$ cat src/rtl/uart_rx_fifo.sv
// -----------------------------------------------------------------------------
// uart_rx_fifo
//
// Receive-side byte FIFO that sits behind a UART receiver. The receiver raises
// rx_done once a byte is assembled and may hold it high for several cycles.
// Only the rising edge of rx_done writes, so each received byte is stored
// exactly once. The consumer sees the head entry on d_out without any read
// latency (first-word-fall-through) and pops it with rd_en. If a byte arrives
// while the FIFO is full and nothing is popped in the same cycle, the byte is
// dropped and a sticky overflow flag is raised until clr_overflow or reset.
//
// Ports
//   clk           in   single clock, all state changes on the rising edge
//   reset         in   synchronous active-high reset
//   d_in          in   [SIZE-1:0]      received byte
//   rx_done       in   receiver byte-complete flag (level, edge-detected here)
//   rd_en         in   pop request from the consumer
//   clr_overflow  in   clears the sticky overflow flag
//   d_out         out  [SIZE-1:0]      head entry, 0 while empty
//   empty         out  count == 0
//   full          out  count == DEPTH
//   count         out  [DEPTH_LOG2:0]  number of stored entries, 0..DEPTH
//   overflow      out  sticky dropped-byte flag
// -----------------------------------------------------------------------------
module uart_rx_fifo #(
    parameter int SIZE       = 8,
    parameter int DEPTH_LOG2 = 4
) (
    input  logic                  clk,
    input  logic                  reset,
    input  logic [SIZE-1:0]       d_in,
    input  logic                  rx_done,
    input  logic                  rd_en,
    input  logic                  clr_overflow,
    output logic [SIZE-1:0]       d_out,
    output logic                  empty,
    output logic                  full,
    output logic [DEPTH_LOG2:0]   count,
    output logic                  overflow
);

    localparam int                DEPTH    = 2**DEPTH_LOG2;
    localparam logic [DEPTH_LOG2:0] CNT_FULL = {1'b1, {DEPTH_LOG2{1'b0}}};

    // Storage and control state
    logic [SIZE-1:0]       r_mem [DEPTH];
    logic [DEPTH_LOG2-1:0] r_wr_ptr;
    logic [DEPTH_LOG2-1:0] r_rd_ptr;
    logic [DEPTH_LOG2:0]   r_count;
    logic                  r_rx_done_p0;
    logic                  r_overflow;

    // Per-cycle decisions
    logic                  w_wr_evt;
    logic                  w_empty;
    logic                  w_full;
    logic                  w_pop;
    logic                  w_push;
    logic                  w_drop;
    logic [DEPTH_LOG2:0]   w_count_nxt;

    // Pointers are exactly DEPTH_LOG2 bits wide, so the natural carry-out
    // discard gives the DEPTH-1 -> 0 wrap.
    function automatic logic [DEPTH_LOG2-1:0] ptr_inc(input logic [DEPTH_LOG2-1:0] p);
        return p + DEPTH_LOG2'(1);
    endfunction

    // Occupancy update; the push/pop qualifiers already guarantee the result
    // stays inside 0..DEPTH.
    function automatic logic [DEPTH_LOG2:0] count_upd(input logic [DEPTH_LOG2:0] c,
                                                      input logic push,
                                                      input logic pop);
        logic [DEPTH_LOG2:0] n;
        n = c;
        if (push && !pop) begin
            n = c + (DEPTH_LOG2+1)'(1);
        end else if (pop && !push) begin
            n = c - (DEPTH_LOG2+1)'(1);
        end
        return n;
    endfunction

    always_comb begin
        w_empty     = (r_count == '0);
        w_full      = (r_count == CNT_FULL);
        // A high rx_done held across several cycles yields one event only.
        w_wr_evt    = rx_done && !r_rx_done_p0;
        w_pop       = rd_en && !w_empty;
        // When full, a byte may still be accepted because the simultaneous
        // pop frees the slot being written (count stays at DEPTH).
        w_push      = w_wr_evt && (!w_full || w_pop);
        w_drop      = w_wr_evt && !w_push;
        w_count_nxt = count_upd(r_count, w_push, w_pop);
    end

    // ---- stage p0: edge-detect register, pointers, count, overflow ----
    always_ff @(posedge clk) begin
        if (reset) begin
            r_rx_done_p0 <= 1'b0;
            r_wr_ptr     <= '0;
            r_rd_ptr     <= '0;
            r_count      <= '0;
            r_overflow   <= 1'b0;
        end else begin
            r_rx_done_p0 <= rx_done;
            if (w_push) begin
                r_wr_ptr <= ptr_inc(r_wr_ptr);
            end
            if (w_pop) begin
                r_rd_ptr <= ptr_inc(r_rd_ptr);
            end
            r_count <= w_count_nxt;
            // A drop in the same cycle as a clear keeps the flag set.
            if (w_drop) begin
                r_overflow <= 1'b1;
            end else if (clr_overflow) begin
                r_overflow <= 1'b0;
            end
        end
    end

    // Storage array is never cleared; stale contents are unreachable because
    // the pointers and count restart at zero.
    always_ff @(posedge clk) begin
        if (!reset && w_push) begin
            r_mem[r_wr_ptr] <= d_in;
        end
    end

    // ---- output: combinational head read, forced to 0 while empty ----
    always_comb begin
        d_out    = w_empty ? '0 : r_mem[r_rd_ptr];
        empty    = w_empty;
        full     = w_full;
        count    = r_count;
        overflow = r_overflow;
    end

endmodule

$ cat config.mk
export PLATFORM = sky130hd
export DESIGN_NAME = uart_rx_fifo
export DESIGN_NICKNAME = d
export VERILOG_FILES = /design/src/rtl/uart_rx_fifo.sv
export SDC_FILE = /design/constraint.sdc
export NUM_CORES = 1
export LEC_CHECK = 0
export ABC_AREA = 1
export CELL_PAD_IN_SITES_DETAIL_PLACEMENT = 0
export CELL_PAD_IN_SITES_GLOBAL_PLACEMENT = 2
export CORE_ASPECT_RATIO = 1.5
export CORE_UTILIZATION = 40
export DETAILED_ROUTE_END_ITERATION = 8
export GPL_TIMING_DRIVEN = 0
export PLACE_DENSITY = 0.78
export SYNTH_ARGS = -nofsm -noshare
export SYNTH_HDL_FRONTEND = slang
export SYNTH_SLANG_ARGS = --single-unit
$ cat constraint.sdc
create_clock -name clk -period 2.8 [get_ports clk]
set_clock_uncertainty 0.15 [all_clocks]
set_input_delay 0.28 -clock clk [delete_from_list [all_inputs] [get_ports clk]]
set_output_delay 0.28 -clock clk [all_outputs]
set_load 0.1 [all_outputs]
==> results.yml <==
status:
  status: "completed"
routing:
  drt_iter0_markers: 230
  wl_per_cell_um: 19.8
  drt-vias-per-instance: 5.11
  final_antenna_net_count: 0
  drt_pass1_iterations: 5
  drt-total-wl_mm: 16.4
  vias: 4239
  drc: 0
global_route:
  grt_max_degree: 17
  grt_pass1_vias: 4041
  met3_usage_pct: 4.47
  antenna_found_initial: 0
  grt_pass1_wl_mm: 24.5
  top_usage_layer: "met2"
  grt.total_usage_pct: 21.5
  grt_util_met2_pct: 40.4
  grt_use_met1_pct: 24.4
  grt_overflow: 0
floorplanning:
  fp-row-count: 55
  initial_utilization_pct: 41.1
  dieWidth_um: 104
  dieArea_mm2: 0.0161
  core_mm2: 0.0151
  die_h_um: 155
  io_pins: 29
worst_hold_path:
  holdPathStages: 4
  min_from: "reset"
  min_path_type: "in2reg"
  holdPathEnd: "count[2]"
clocking:
  path_clk_slew_ns: 0.06
  post-cts-setup-buffers: 0
  cts_root_buffer: "clkbuf_16"
  cts_tree: "done"
  cts.sinks: 147
  insertion_delay_ns: 0.42
  max-clock-path-buffers: 2
  htreeDepth: 4
  cts-buffers-inserted: 17
critical_path:
  crit_top_cell: "nand2_1"
  path_buf_inv: 3
  r2r-start: "count[0]"
  rrSetupSlack_ns: 0.30
  endpoint_kind: "output pin"
  crit_chain: "inv_2 > clkbuf_4 > nand2_1 > nand3_1 > nand3_1 > nand2_1 > nand2_1 > a21oi_4 > buf_4"
  regToRegEndpoint: "r_mem[13][6]"
  arrival_ns: 2.26
  crit_required_ns: 2.37
  critPathMaxStageDelay_ns: 0.33
  crit_slowest_cell: "dfxtp_1"
  critPathMaxFanout: 10
  reg2reg_depth: 5
  setup.worst_path.class: "reg2out"
  cp-start-kind: "register"
  crit_family: "buffers and inverters"
logic_synthesis:
  syn_nets: 589
  synth.distinct_cells: 26
  syn_area_mm2: 0.00623
  syn_area_per_cell_um2: 11.0
  synth-compound-area-share_pct: 2.37
  synthSimpleGateAreaFrac_pct: 21.8
  synth_cells: 566
  muxShareOfSynthArea_pct: 0
  synthXorXnorAreaFrac_pct: 0.703
  yosysSeqAreaShare_pct: 67.8
  synth_top_family_by_area: "simple AND/OR/NAND/NOR gates"
  synth_fa_ha_area_share_pct: 2.13
  synth.ff_latch_count: 147
  yosysWarnings: 0
timing:
  slew_headroom_pct: 10.1
  hold_viol_final: 0
  min_period_ns: 2.69
  layout_worst_path_cycle_share_pct: 95.9
  fmax_mhz: 372
  worst_pin_slew_ns: 1.34
  setup_slack_ns: 0.114
  rsz0062_at_grt: "false"
  finalSetupViolCount: 0
  timing.final.max_slew_violations: 0
cells_and_area:
  mostFrequentLayoutCells: "182 x nand2_1, 128 x edfxtp_1, 108 x nand3_1"
  final_common_cell: "nand2_1"
  num-nets-final: 640
  drive_above_1_share_pct: 14.0
  num-fill-cells: 1369
  fin_util_pct: 49.7
  n_antenna_cell: 0
  postLayoutCellArea_mm2: 0.00752
  instances_no_fill: 829
  area_growth_pct: 20.8
placement:
  gp_congestion: 0.796
  portBuffers: 27
  hpwl_mm: 11.5
  place_ws_ns: -0.337
  dp_cells: 794
  place_area_mm2: 0.00687
power_and_ir_drop:
  vdd_drop_max_mv: 0.774
  pwr_density_cell_mw_per_mm2: 1050
  power_leakage_nw: 2.81
  fin_total_pwr_mw: 7.89
job:
  drv_cap: 0
[cell type report]
| class | instances | area, um2 | area share (%) |
|---|---|---|---|
| Inverter | 27 | 103 | 1.36 |
| Clock inverter | 12 | 204 | 2.71 |
| Sequential cell | 147 | 4230 | 56.2 |
| Tap cell | 199 | 249 | 3.31 |
| Clock buffer | 20 | 437 | 5.80 |
| Timing Repair Buffer | 32 | 288 | 3.82 |
| Multi-Input combinational cell | 365 | 1790 | 23.8 |
| Buffer | 27 | 223 | 2.96 |
[stage by stage]
| stage | TNS, ns | hold WS (ns) |
|---|---|---|
| global route | 0 | 0.0690 |
| finish | 0 | 0.0256 |
| global placement | -14.61 | 0.304 |
| floorplan | 0 | 0.229 |
| CTS | 0 | 0.0269 |
| detailed placement | -9.61 | 0.308 |
[cell usage after synthesis, drive strengths merged]
cell      n  area share (%)
ha        9             1.8
nor2     21             1.3
o21ai     8            0.64
xnor2     1            0.14
nand2   183              11
buf      24             3.1
o211ai    1            0.12
edfxtp  128              62
inv      26             1.6
clkbuf    3            0.40
a21oi    20             1.6
fa        1            0.32
nand4     1            0.10
nor3      8            0.64
xor2      4            0.56
nand3   108             8.7
dfxtp    19             6.1
clkinv    1           0.060
[cell families (layout without fill, tap and decap cells)]
kind of cell,Yosys count,count (layout)
and+or+nand+nor,321,321
DFF,147,147
xor gates and xnor gates,5,5
adders and majority gates,10,10
buffers and inverters,54,118
AOI/OAI and AO/OA,29,29
[report_power, final]
group | switching, mW | leakage [nW] | internal [mW]
registers | 0.0679 | 1.31 | 2.46
logic | 2.14 | 1.20 | 0.737
clock network | 0.899 | 0.301 | 1.59
[sequential cells by signal (all words and copies together), names as in the netlist, named ones only]
name	flops
r_wr_ptr	4
r_rd_ptr	4
r_mem	128
r_rx_done_p0	1
overflow	1
count	5
[layer usage]
metal	wire length (um)	part of all wire, %
met4	204	1.2
met3	531	3.2
met5	0	0
met2	9050	55
met1	6640	40
[worst max path at each step]
stage | end | slack, ns | depth (start not counted) | from
2_1_floorplan | d_out[0] | 0.11 | 4 | count[2]
3_3_place_gp | r_mem[9][3] | -0.37 | 6 | rd_en
3_5_place_dp | d_out[1] | -0.34 | 9 | register
4_1_cts | empty | 0.008 | 4 | count[2]
5_1_grt | d_out[3] | 0.009 | 9 | register
6_report | d_out[1] | 0.11 | 9 | register
[tightest hold or removal path, stage by stage]
cell	delay, ns
buf_2	0.13
nor2_1	0.05
o21ai_0	0.06
inv_1	0.04
[repair_timing]
item / CTS / global route
endpoints found under the hold margin: 5 / 0
hold buffers: 2 / 0
setup endpoints to repair: 9 / 10
gates resized for setup: 41 / 12
Note: power is estimated with default switching activity, not from simulation.
